`config.mk`:
```
export PLATFORM = sky130hd
export DESIGN_NAME = io_port_bridge
export DESIGN_NICKNAME = d
export VERILOG_FILES = /design/src/rtl/io_port_bridge_pkg.sv /design/src/rtl/io_port_bridge_fifo.sv /design/src/rtl/io_port_bridge.sv
export SDC_FILE = /design/constraint.sdc
export NUM_CORES = 1
export LEC_CHECK = 0
export BUFFER_PORTS_ARGS = -buffer_cell sky130_fd_sc_hd__buf_4
export CAP_MARGIN = 5
export CORE_UTILIZATION = 30
export CTS_CLUSTER_DIAMETER = 200
export DETAILED_ROUTE_END_ITERATION = 12
export HOLD_SLACK_MARGIN = 0.08
export SETUP_SLACK_MARGIN = 0.15
export SLEW_MARGIN = 15
export SYNTH_ARGS = -nofsm -noshare
export SYNTH_HDL_FRONTEND = slang
export SYNTH_SLANG_ARGS = --single-unit
```
`constraint.sdc`:
```
create_clock -name clk -period 2.65 [get_ports clk]
set_input_delay 0.3975 -clock clk [delete_from_list [all_inputs] [get_ports clk]]
set_output_delay 0.3975 -clock clk [all_outputs]
set_load 0.005 [all_outputs]
```
`src/rtl/io_port_bridge_pkg.sv`:
```
// Package iob_pkg: shared width helpers for the I/O port bridge.
// A FIFO entry is packed as {ts, addr, data}; data sits in the low bits,
// the port address above it and, when IOB_TSTAMP_EN is defined, the
// cycle stamp on top.
package iob_pkg;

    // Data word width from the mantissa/exponent split (plus sign bit).
    function automatic int iob_data_w(input int nbmant, input int nbexpo);
        return nbmant + nbexpo + 1;
    endfunction

    // Bit offset of the port address field inside a FIFO entry.
    function automatic int iob_addr_lsb(input int w);
        return w;
    endfunction

    // Bit offset of the timestamp field inside a FIFO entry.
    function automatic int iob_ts_lsb(input int w, input int aow);
        return w + aow;
    endfunction

    // Total FIFO entry width; pass tsw=0 when timestamps are disabled.
    function automatic int iob_entry_w(input int w, input int aow, input int tsw);
        return w + aow + tsw;
    endfunction

endpackage

```
`src/rtl/io_port_bridge_fifo.sv`:
```
// io_fifo: first-word-fall-through FIFO, depth 2**DEPW, registered storage.
// A push into a full FIFO is accepted only when a pop frees the head slot
// in the same cycle; a pop on an empty FIFO is ignored.
module io_fifo #(
    parameter int WIDTH = 26,
    parameter int DEPW  = 3
) (
    input  logic             clk,
    input  logic             rst,
    input  logic             push,
    input  logic [WIDTH-1:0] wr_data,
    input  logic             pop,
    output logic [WIDTH-1:0] rd_data,
    output logic             full,
    output logic             empty
);
    localparam int DEPTH = 1 << DEPW;
    localparam logic [DEPW:0] FULL_CNT = (DEPW+1)'(DEPTH);

    logic [WIDTH-1:0] mem_r [DEPTH];
    logic [DEPW-1:0]  wr_ptr_r;
    logic [DEPW-1:0]  rd_ptr_r;
    logic [DEPW:0]    count_r;
    logic             pop_ok_s;
    logic             push_ok_s;

    // Qualify push/pop against the current occupancy.
    always_comb begin
        pop_ok_s  = pop & (count_r != {(DEPW+1){1'b0}});
        push_ok_s = push & ((count_r != FULL_CNT) | pop_ok_s);
    end

    // Pointer and occupancy bookkeeping; pointers wrap modulo depth.
    always_ff @(posedge clk or negedge rst) begin
        if (!rst) begin
            wr_ptr_r <= {DEPW{1'b0}};
            rd_ptr_r <= {DEPW{1'b0}};
            count_r  <= {(DEPW+1){1'b0}};
        end else begin
            if (push_ok_s) wr_ptr_r <= wr_ptr_r + DEPW'(1);
            if (pop_ok_s)  rd_ptr_r <= rd_ptr_r + DEPW'(1);
            case ({push_ok_s, pop_ok_s})
                2'b10:   count_r <= count_r + (DEPW+1)'(1);
                2'b01:   count_r <= count_r - (DEPW+1)'(1);
                default: count_r <= count_r;
            endcase
        end
    end

    // Entry storage; cleared on reset so no stale entry can leak out.
    always_ff @(posedge clk or negedge rst) begin
        if (!rst) begin
            for (int i = 0; i < DEPTH; i++) mem_r[i] <= {WIDTH{1'b0}};
        end else if (push_ok_s) begin
            mem_r[wr_ptr_r] <= wr_data;
        end
    end

    assign rd_data = mem_r[rd_ptr_r];
    assign full    = (count_r == FULL_CNT);
    assign empty   = (count_r == {(DEPW+1){1'b0}});

endmodule

```
`src/rtl/io_port_bridge.sv`:
```
// io_port_bridge: peripheral side of the core I/O port protocol.
// Input ports: one holding register per port, loaded over valid/ready,
// consumed by core reads (zero-latency combinational read data).
// Output ports: core writes queued as {addr,data} in io_fifo and drained
// by a single valid/ready consumer.
// Optional macro IOB_TSTAMP_EN adds a free-running cycle stamp per entry
// and the snk_ts port.
module io_port_bridge
    import iob_pkg::*;
#(
    parameter int NBMANT = 16,
    parameter int NBEXPO = 6,
    parameter int NUIOIN = 8,
    parameter int NUIOOU = 8,
    parameter int OFDEPW = 3,
`ifdef IOB_TSTAMP_EN
    parameter int TSW    = 16,
`endif
    localparam int W   = iob_data_w(NBMANT, NBEXPO),
    localparam int AIW = $clog2(NUIOIN),
    localparam int AOW = $clog2(NUIOOU)
) (
    input  logic                clk,
    input  logic                rst,
    input  logic                req_in,
    input  logic [AIW-1:0]      addr_in,
    output logic [W-1:0]        io_in,
    input  logic                out_en,
    input  logic [AOW-1:0]      addr_out,
    input  logic [W-1:0]        data_out,
    input  logic [NUIOIN-1:0]   src_valid,
    input  logic [NUIOIN*W-1:0] src_data,
    output logic [NUIOIN-1:0]   src_ready,
    output logic                snk_valid,
    output logic [AOW-1:0]      snk_addr,
    output logic [W-1:0]        snk_data,
`ifdef IOB_TSTAMP_EN
    output logic [TSW-1:0]      snk_ts,
`endif
    input  logic                snk_ready,
    output logic                underrun,
    output logic                overflow,
    input  logic                flags_clr
);
    localparam int ADDR_LSB = iob_addr_lsb(W);
`ifdef IOB_TSTAMP_EN
    localparam int TS_LSB   = iob_ts_lsb(W, AOW);
    localparam int ENT_W    = iob_entry_w(W, AOW, TSW);
`else
    localparam int ENT_W    = iob_entry_w(W, AOW, 0);
`endif

    logic [W-1:0]      hold_r [NUIOIN];
    logic [NUIOIN-1:0] hold_v_r;
    logic [NUIOIN-1:0] load_s;
    logic [NUIOIN-1:0] clr_s;
    logic              rd_in_range_s;
    logic              rd_hit_s;
    logic              underrun_set_s;
    logic              wr_in_range_s;
    logic              overflow_set_s;
    logic              pop_s;
    logic              fifo_full_s;
    logic              fifo_empty_s;
    logic [ENT_W-1:0]  wr_entry_s;
    logic [ENT_W-1:0]  rd_entry_s;
    logic              underrun_r;
    logic              overflow_r;

    // Core read path: zero-latency read of the addressed holding register.
    always_comb begin
        rd_in_range_s = (int'(addr_in) < NUIOIN);
        if (rd_in_range_s) begin
            io_in    = hold_r[addr_in];
            rd_hit_s = hold_v_r[addr_in];
        end else begin
            io_in    = {W{1'b0}};
            rd_hit_s = 1'b0;
        end
        underrun_set_s = req_in & ~rd_hit_s;
    end

    // Per-port load/consume strobes; a port never loads and clears at once.
    always_comb begin
        load_s = {NUIOIN{1'b0}};
        clr_s  = {NUIOIN{1'b0}};
        for (int k = 0; k < NUIOIN; k++) begin
            load_s[k] = src_valid[k] & ~hold_v_r[k];
            clr_s[k]  = req_in & rd_hit_s & (int'(addr_in) == k);
        end
    end

    // Holding registers and their valid bits.
    always_ff @(posedge clk or negedge rst) begin
        if (!rst) begin
            hold_v_r <= {NUIOIN{1'b0}};
            for (int k = 0; k < NUIOIN; k++) hold_r[k] <= {W{1'b0}};
        end else begin
            for (int k = 0; k < NUIOIN; k++) begin
                if (load_s[k]) begin
                    hold_r[k]   <= src_data[k*W +: W];
                    hold_v_r[k] <= 1'b1;
                end else if (clr_s[k]) begin
                    hold_v_r[k] <= 1'b0;
                end
            end
        end
    end

    assign src_ready = ~hold_v_r;

    // Write qualification: out-of-range ports are dropped silently, a full
    // FIFO without a concurrent pop drops the write and flags overflow.
    always_comb begin
        wr_in_range_s  = out_en & (int'(addr_out) < NUIOOU);
        pop_s          = ~fifo_empty_s & snk_ready;
        overflow_set_s = wr_in_range_s & fifo_full_s & ~pop_s;
    end

`ifdef IOB_TSTAMP_EN
    logic [TSW-1:0] ts_r;

    // Free-running cycle stamp captured with every push.
    always_ff @(posedge clk or negedge rst) begin
        if (!rst) ts_r <= {TSW{1'b0}};
        else      ts_r <= ts_r + TSW'(1);
    end

    assign wr_entry_s = {ts_r, addr_out, data_out};
    assign snk_ts     = rd_entry_s[TS_LSB +: TSW];
`else
    assign wr_entry_s = {addr_out, data_out};
`endif

    io_fifo #(
        .WIDTH (ENT_W),
        .DEPW  (OFDEPW)
    ) u_fifo (
        .clk     (clk),
        .rst     (rst),
        .push    (wr_in_range_s),
        .wr_data (wr_entry_s),
        .pop     (pop_s),
        .rd_data (rd_entry_s),
        .full    (fifo_full_s),
        .empty   (fifo_empty_s)
    );

    assign snk_valid = ~fifo_empty_s;
    assign snk_addr  = rd_entry_s[ADDR_LSB +: AOW];
    assign snk_data  = rd_entry_s[W-1:0];

    // Sticky error flags; a clear wins over a set in the same cycle.
    always_ff @(posedge clk or negedge rst) begin
        if (!rst) begin
            underrun_r <= 1'b0;
            overflow_r <= 1'b0;
        end else if (flags_clr) begin
            underrun_r <= 1'b0;
            overflow_r <= 1'b0;
        end else begin
            if (underrun_set_s) underrun_r <= 1'b1;
            if (overflow_set_s) overflow_r <= 1'b1;
        end
    end

    assign underrun = underrun_r;
    assign overflow = overflow_r;

endmodule

```
**Word-level counts from Yosys, hierarchy flattened**

Index checks and enable logic that the tools add are counted.

- Flip-flop bits (word level): 412
- Bits of input ports: 227
- Output and inout port bits: 60
- Logic and storage cells: 135

- Add/subtract/negate cells: 4
- $lt $le $gt $ge: 5
- Equality and inequality tests: 11
- Mux-type cells: 32
- Bitwise gates (word level): 39
- Reduce and logical (&&, ||, !) cells: 15

Operators by type and width:

| kind | number |
|---|---|
| $bwmux W208 | 1 |
| $bmux W26 S3 | 1 |
| $demux W26 S3 | 1 |
| $mux W26 | 3 |
| $bmux W23 S3 | 1 |
| $mux W23 | 2 |
| $and A1 B1 Y1 | 23 |
| $reduce_bool A2 Y1 | 11 |
| $mux W1 | 21 |
| $eq A3 B3 Y1 const B | 4 |
| $ge A4 B4 Y1 const B | 3 |
| $not A3 Y4 | 3 |
| $not A1 Y1 | 11 |
| $not A8 Y8 | 1 |
| $pmux W4 S2 | 1 |
| $add A3 B1 Y3 const B | 2 |
| $eq A3 B2 Y1 const B | 2 |
| $add A4 B1 Y4 const B | 1 |
| $eq A4 B4 Y1 const B | 1 |
| $logic_not A4 Y1 | 1 |
| $lt A3 B4 Y1 const B | 1 |
| $lt A4 B1 Y1 const B | 1 |
| $ne A4 B4 Y1 const B | 1 |
| $reduce_bool A4 Y1 | 1 |
| other kinds (8) | 8 |

**Logic depth before layout (Yosys ltp)**

- Depth after elaboration: 8
- Mapped depth: 8
- Mapped depth without buffers: 7

**By module**

Synthesis repeated with hierarchy kept, for this count alone.

- Cell total of the unflattened synthesis: 1,133
- Area, all modules: 19,000.7 µm²

Modules (own cells, without submodules):

| module | instances | cells an instance | area an instance (µm²) | seq. area each (µm²) |
|---|---|---|---|---|
| io_fifo | 1 | 597 | 10,079.7 | 5,455.2 |
| io_port_bridge | 1 | 536 | 8,921.1 | 4,854.7 |

**Worst setup path after synthesis**

Ideal clock, no wire load.

- Path type: register -> output
- Start point: reg u_fifo.rd_ptr_r[0]
- End point: out snk_data[10]
- Arrival time: 1.748 ns
- Required time: 2.253 ns
- Setup slack: 0.505 ns
- Stages on the path, launching flop included: 5
- Path through: dfrtp_1 clkbuf_1 buf_2 mux4_2 mux2_2

- Word-level cells in the longest chain between the ends: 4

Ends and longest elaborated chain:

| element | RTL line | RTL |
|---|---|---|
| start: declaration | io_port_bridge_fifo.sv:22 | `logic [DEPW-1:0] rd_ptr_r;` |
| start signal: assignment | io_port_bridge_fifo.sv:37 | `rd_ptr_r <= {DEPW{1'b0}};` |
| start signal: assignment | io_port_bridge_fifo.sv:41 | `if (pop_ok_s) rd_ptr_r <= rd_ptr_r + DEPW'(1);` |
| $not A3 Y4 (implied by the code) | io_port_bridge_fifo.sv:59 | `assign rd_data = mem_r[rd_ptr_r];` |
| $bmux W26 S3 | io_port_bridge_fifo.sv:59 |  |
| $mux W26 (implied by the code) (2 in a row) | io_port_bridge_fifo.sv:59 |  |
| end: declaration | io_port_bridge.sv:36 | `output logic [W-1:0] snk_data,` |

No other way between the ends. The select of a mux whose other input is x is not followed.

**Final worst setup path**

Same ends and word-level chain as after synthesis.

==> impl_metrics.json <==
{
  "synth-edff-count": 0,
  "initial_core_util": 0.304,
  "synth_top_cell_by_area": "dfrtp_1",
  "first_iter_violations": 560,
  "crit_start": "u_fifo.rd_ptr_r[0]",
  "power.leakage_nw": 11.1,
  "yosys_register_bits": 412,
  "setup_slack_ps": -17.1,
  "hp-class": "primary input to register",
  "gr-usage-met2": 0.279,
  "drcViolationCount": 0,
  "fin_crit_ps": 2670,
  "drv_slew": 0,
  "dp_hpwl_mm": 33.3,
  "ys_types": 46,
  "max_stage_delay_ps": 510,
  "cts_made_buffers": 48,
  "clk_latency_ps": 600,
  "synth_top_area_frac": 0.548,
  "cts.path.max_buffers": 3,
  "grt_pass1_wl_mm": 81.5,
  "tightestPinTransition_ps": 876,
  "met3_usage": 0.0418,
  "fmaxAchievable_mhz": 375,
  "hold_viol_final": 0,
  "die_y_um": 252,
  "cp_num_cells": 5,
  "final_util": 0.424,
  "ys.flop_type": "dfrtp_1",
  "timing.max_cap.violations": 0,
  "cp_cell_sequence": "buf_12, buf_4, mux4_2, mux2_2, buf_4",
  "cp.required_ps": 2250,
  "syn_area_mm2": 0.0188,
  "nFillCells": 5481,
  "path_clk_slew_ps": 60,
  "gp_congestion": 0.815,
  "grt_busiest_layer": "met2",
  "cp_slowest_cell": "dfrtp_4",
  "tritoncts": "built",
  "reg2reg_to": "u_fifo.mem_r[100]",
  "synthArstFlopShare": 1.00,
  "htreeDepth": 2,
  "synthTopCellsByArea": "dfrtp_1, mux2_2, mux4_2, mux2_1, o2111ai_4",
  "crit_buf_inv": 3,
  "die-width_um": 252,
  "rows": 91,
  "cp_common_cell": "buf_4",
  "yosysSeqAreaShare": 0.548,
  "overflow": 0,
  "finalClockSkew_ps": 20.9,
  "drive_above_1_share": 0.535,
  "dieArea_mm2": 0.0637,
  "crit_fanout": 7,
  "grt_antenna_before_repair": 11,
  "fin_nets": 1893,
  "met1_usage": 0.209,
  "finalSetupViolations": 4,
  "core_area_mm2": 0.0618,
  "via_per_inst": 4.77,
  "r2r-start": "u_fifo.count_r[3]",
  "num_vias": 12100,
  "ant_nets": 0,
  "grt_pass1_vias": 13700,
  "portBuffers": 286,
  "drt_wl_total_mm": 52.6,
  "min_path_cells": 2,
  "synthesis.nets": 1372,
  "clock-root-buffer": "clkbuf_16",
  "grt_max_degree": 101,
  "status": "complete, but fails checks",
  "cp-end-kind": "output port",
  "rsz0062_at_grt": "yes",
  "crit_family": "multiplexers",
  "critPathArrivalTime_ps": 2270,
  "tns_ps": -24.1,
  "grt_use_total": 0.168,
  "io_pins": 287,
  "post-route-period-util": 1.01,
  "criticalPathCategory": "register to output port",
  "critPathCapture": "snk_data[10]",
  "netlist_instances": 1142,
  "power.density_mw_per_mm2": 1120,
  "syn2layout_area_growth_pct": 39.3,
  "drt_first_pass_iters": 5,
  "routedWlPerCell_um": 20.7,
  "startpoint_type": "register",
  "ys_warn_count": 0,
  "clock-sinks": 412,
  "syn_avg_cell_area_um2": 16.5,
  "violations": "setup timing",
  "slew_headroom": 0.416,
  "r2r_cells": 4,
  "peakVddDrop_mv": 0.602,
  "rrSetupSlack_ps": 430
}
[cell families (layout without fill, tap and decap cells)]
family	count (synthesis)	count (layout)	synth area share
compound gates	37	37	0.0212
xor+xnor	4	4	0.00186
fa+ha+maj	3	3	0.00200
buf+inv	91	648	0.0263
flops	412	412	0.548
mux	544	544	0.384
other cells	0	7	0
simple gates	51	51	0.0160
[worst register-to-register path, stage by stage (launching register included)]
cell and delay, ps:
dfrtp_1 520, nand2b_1 510, o2111ai_4 410, buf_12 280
mux2_2 400
[cell type report]
cell class,count,area (um^2),area share
Sequential cell,412,10300,0.394
Multi-Input combinational cell,639,8100,0.309
Timing Repair Buffer,551,5100,0.195
Clock buffer,72,1360,0.0520
Tap cell,837,1050,0.0400
Clock inverter,14,206,0.00788
Inverter,11,41.3,0.00158
Antenna cell,7,17.5,0.000669
[power by group]
| part | internal, W | leakage (nW) | switching [W] |
|---|---|---|---|
| combinational | 0.00744 | 5.49 | 0.00410 |
| sequential | 0.00943 | 4.88 | 0.00187 |
| clock | 0.00387 | 0.761 | 0.00270 |
[cell usage after synthesis, drive strengths merged (3+ instances only)]
cell and count:
o211ai 3, a31oi 4, nor2b 12, inv 11, nand2 7, mux4 98
nor2 5, nand2b 14, mux2 445, xnor2 4, o2111ai 8, clkbuf 47
dfrtp 412, o21ai 8, ha 3, buf 33
[what timing repair did]
| item | 4_1_cts | 5_1_grt |
|---|---|---|
| buffers inserted | 9 | 4 |
| hold buffers | 212 | 0 |
| gates resized for setup | 32 | 10 |
| cloned | 1 | 0 |
| hold endpoints to repair | 402 | 0 |
| endpoints found under the setup margin | 26 | 26 |
[cell usage in the layout (no fill, tap or decap), types with 11 or more instances in the layout]
master / netlist / layout
dfrtp_1: 412 / 410
mux2_2: 382 / 364
buf_4: 4 / 292
dlygate4sd3_1: 0 / 212
mux4_2: 98 / 98
mux2_1: 63 / 63
clkbuf_16: 0 / 48
buf_12: 0 / 24
mux2_4: 0 / 18
clkbuf_1: 47 / 17
buf_6: 12 / 17
nand2b_1: 14 / 14
inv_1: 11 / 11
[sequential cells by signal, indices dropped and copies added, names as in the netlist]
signal,cells
u_fifo.rd_ptr_r,3
hold_r,184
hold_v_r,8
underrun,1
u_fifo.mem_r,208
overflow,1
u_fifo.count_r,4
u_fifo.wr_ptr_r,3
[how the worst min path moves through the flow]
stage	start	end	slack, ps
5_1_grt	src_data[139]	hold_r[24]	80
6_report	src_data[139]	hold_r[24]	110
3_5_place_dp	rst	hold_r[178]	380
3_3_place_gp	rst	hold_r[178]	380
2_1_floorplan	rst	hold_r[0]	100
4_1_cts	src_data[139]	hold_r[24]	80
[through the flow]
stage	total power [W]	instance area, um^2	hold slack, ps	setup slack (ps)	instances
CTS	0.0296	26100	81.1	-58.5	2532
global placement	0.0215	22200	375	308	2224
finish	0.0294	26200	114	-17.1	2543
floorplan	0.0178	18800	102	505	1142
detailed placement	0.0219	22200	380	314	2224
global route	0.0311	26200	83.3	-83.3	2543
[metal layers]
metal | share of wire | wire [um]
met4 | 0.038 | 2010
met1 | 0.41 | 21700
met5 | 0.00093 | 49
met3 | 0.059 | 3090
met2 | 0.49 | 25800
(Power assumes the default switching activity.)
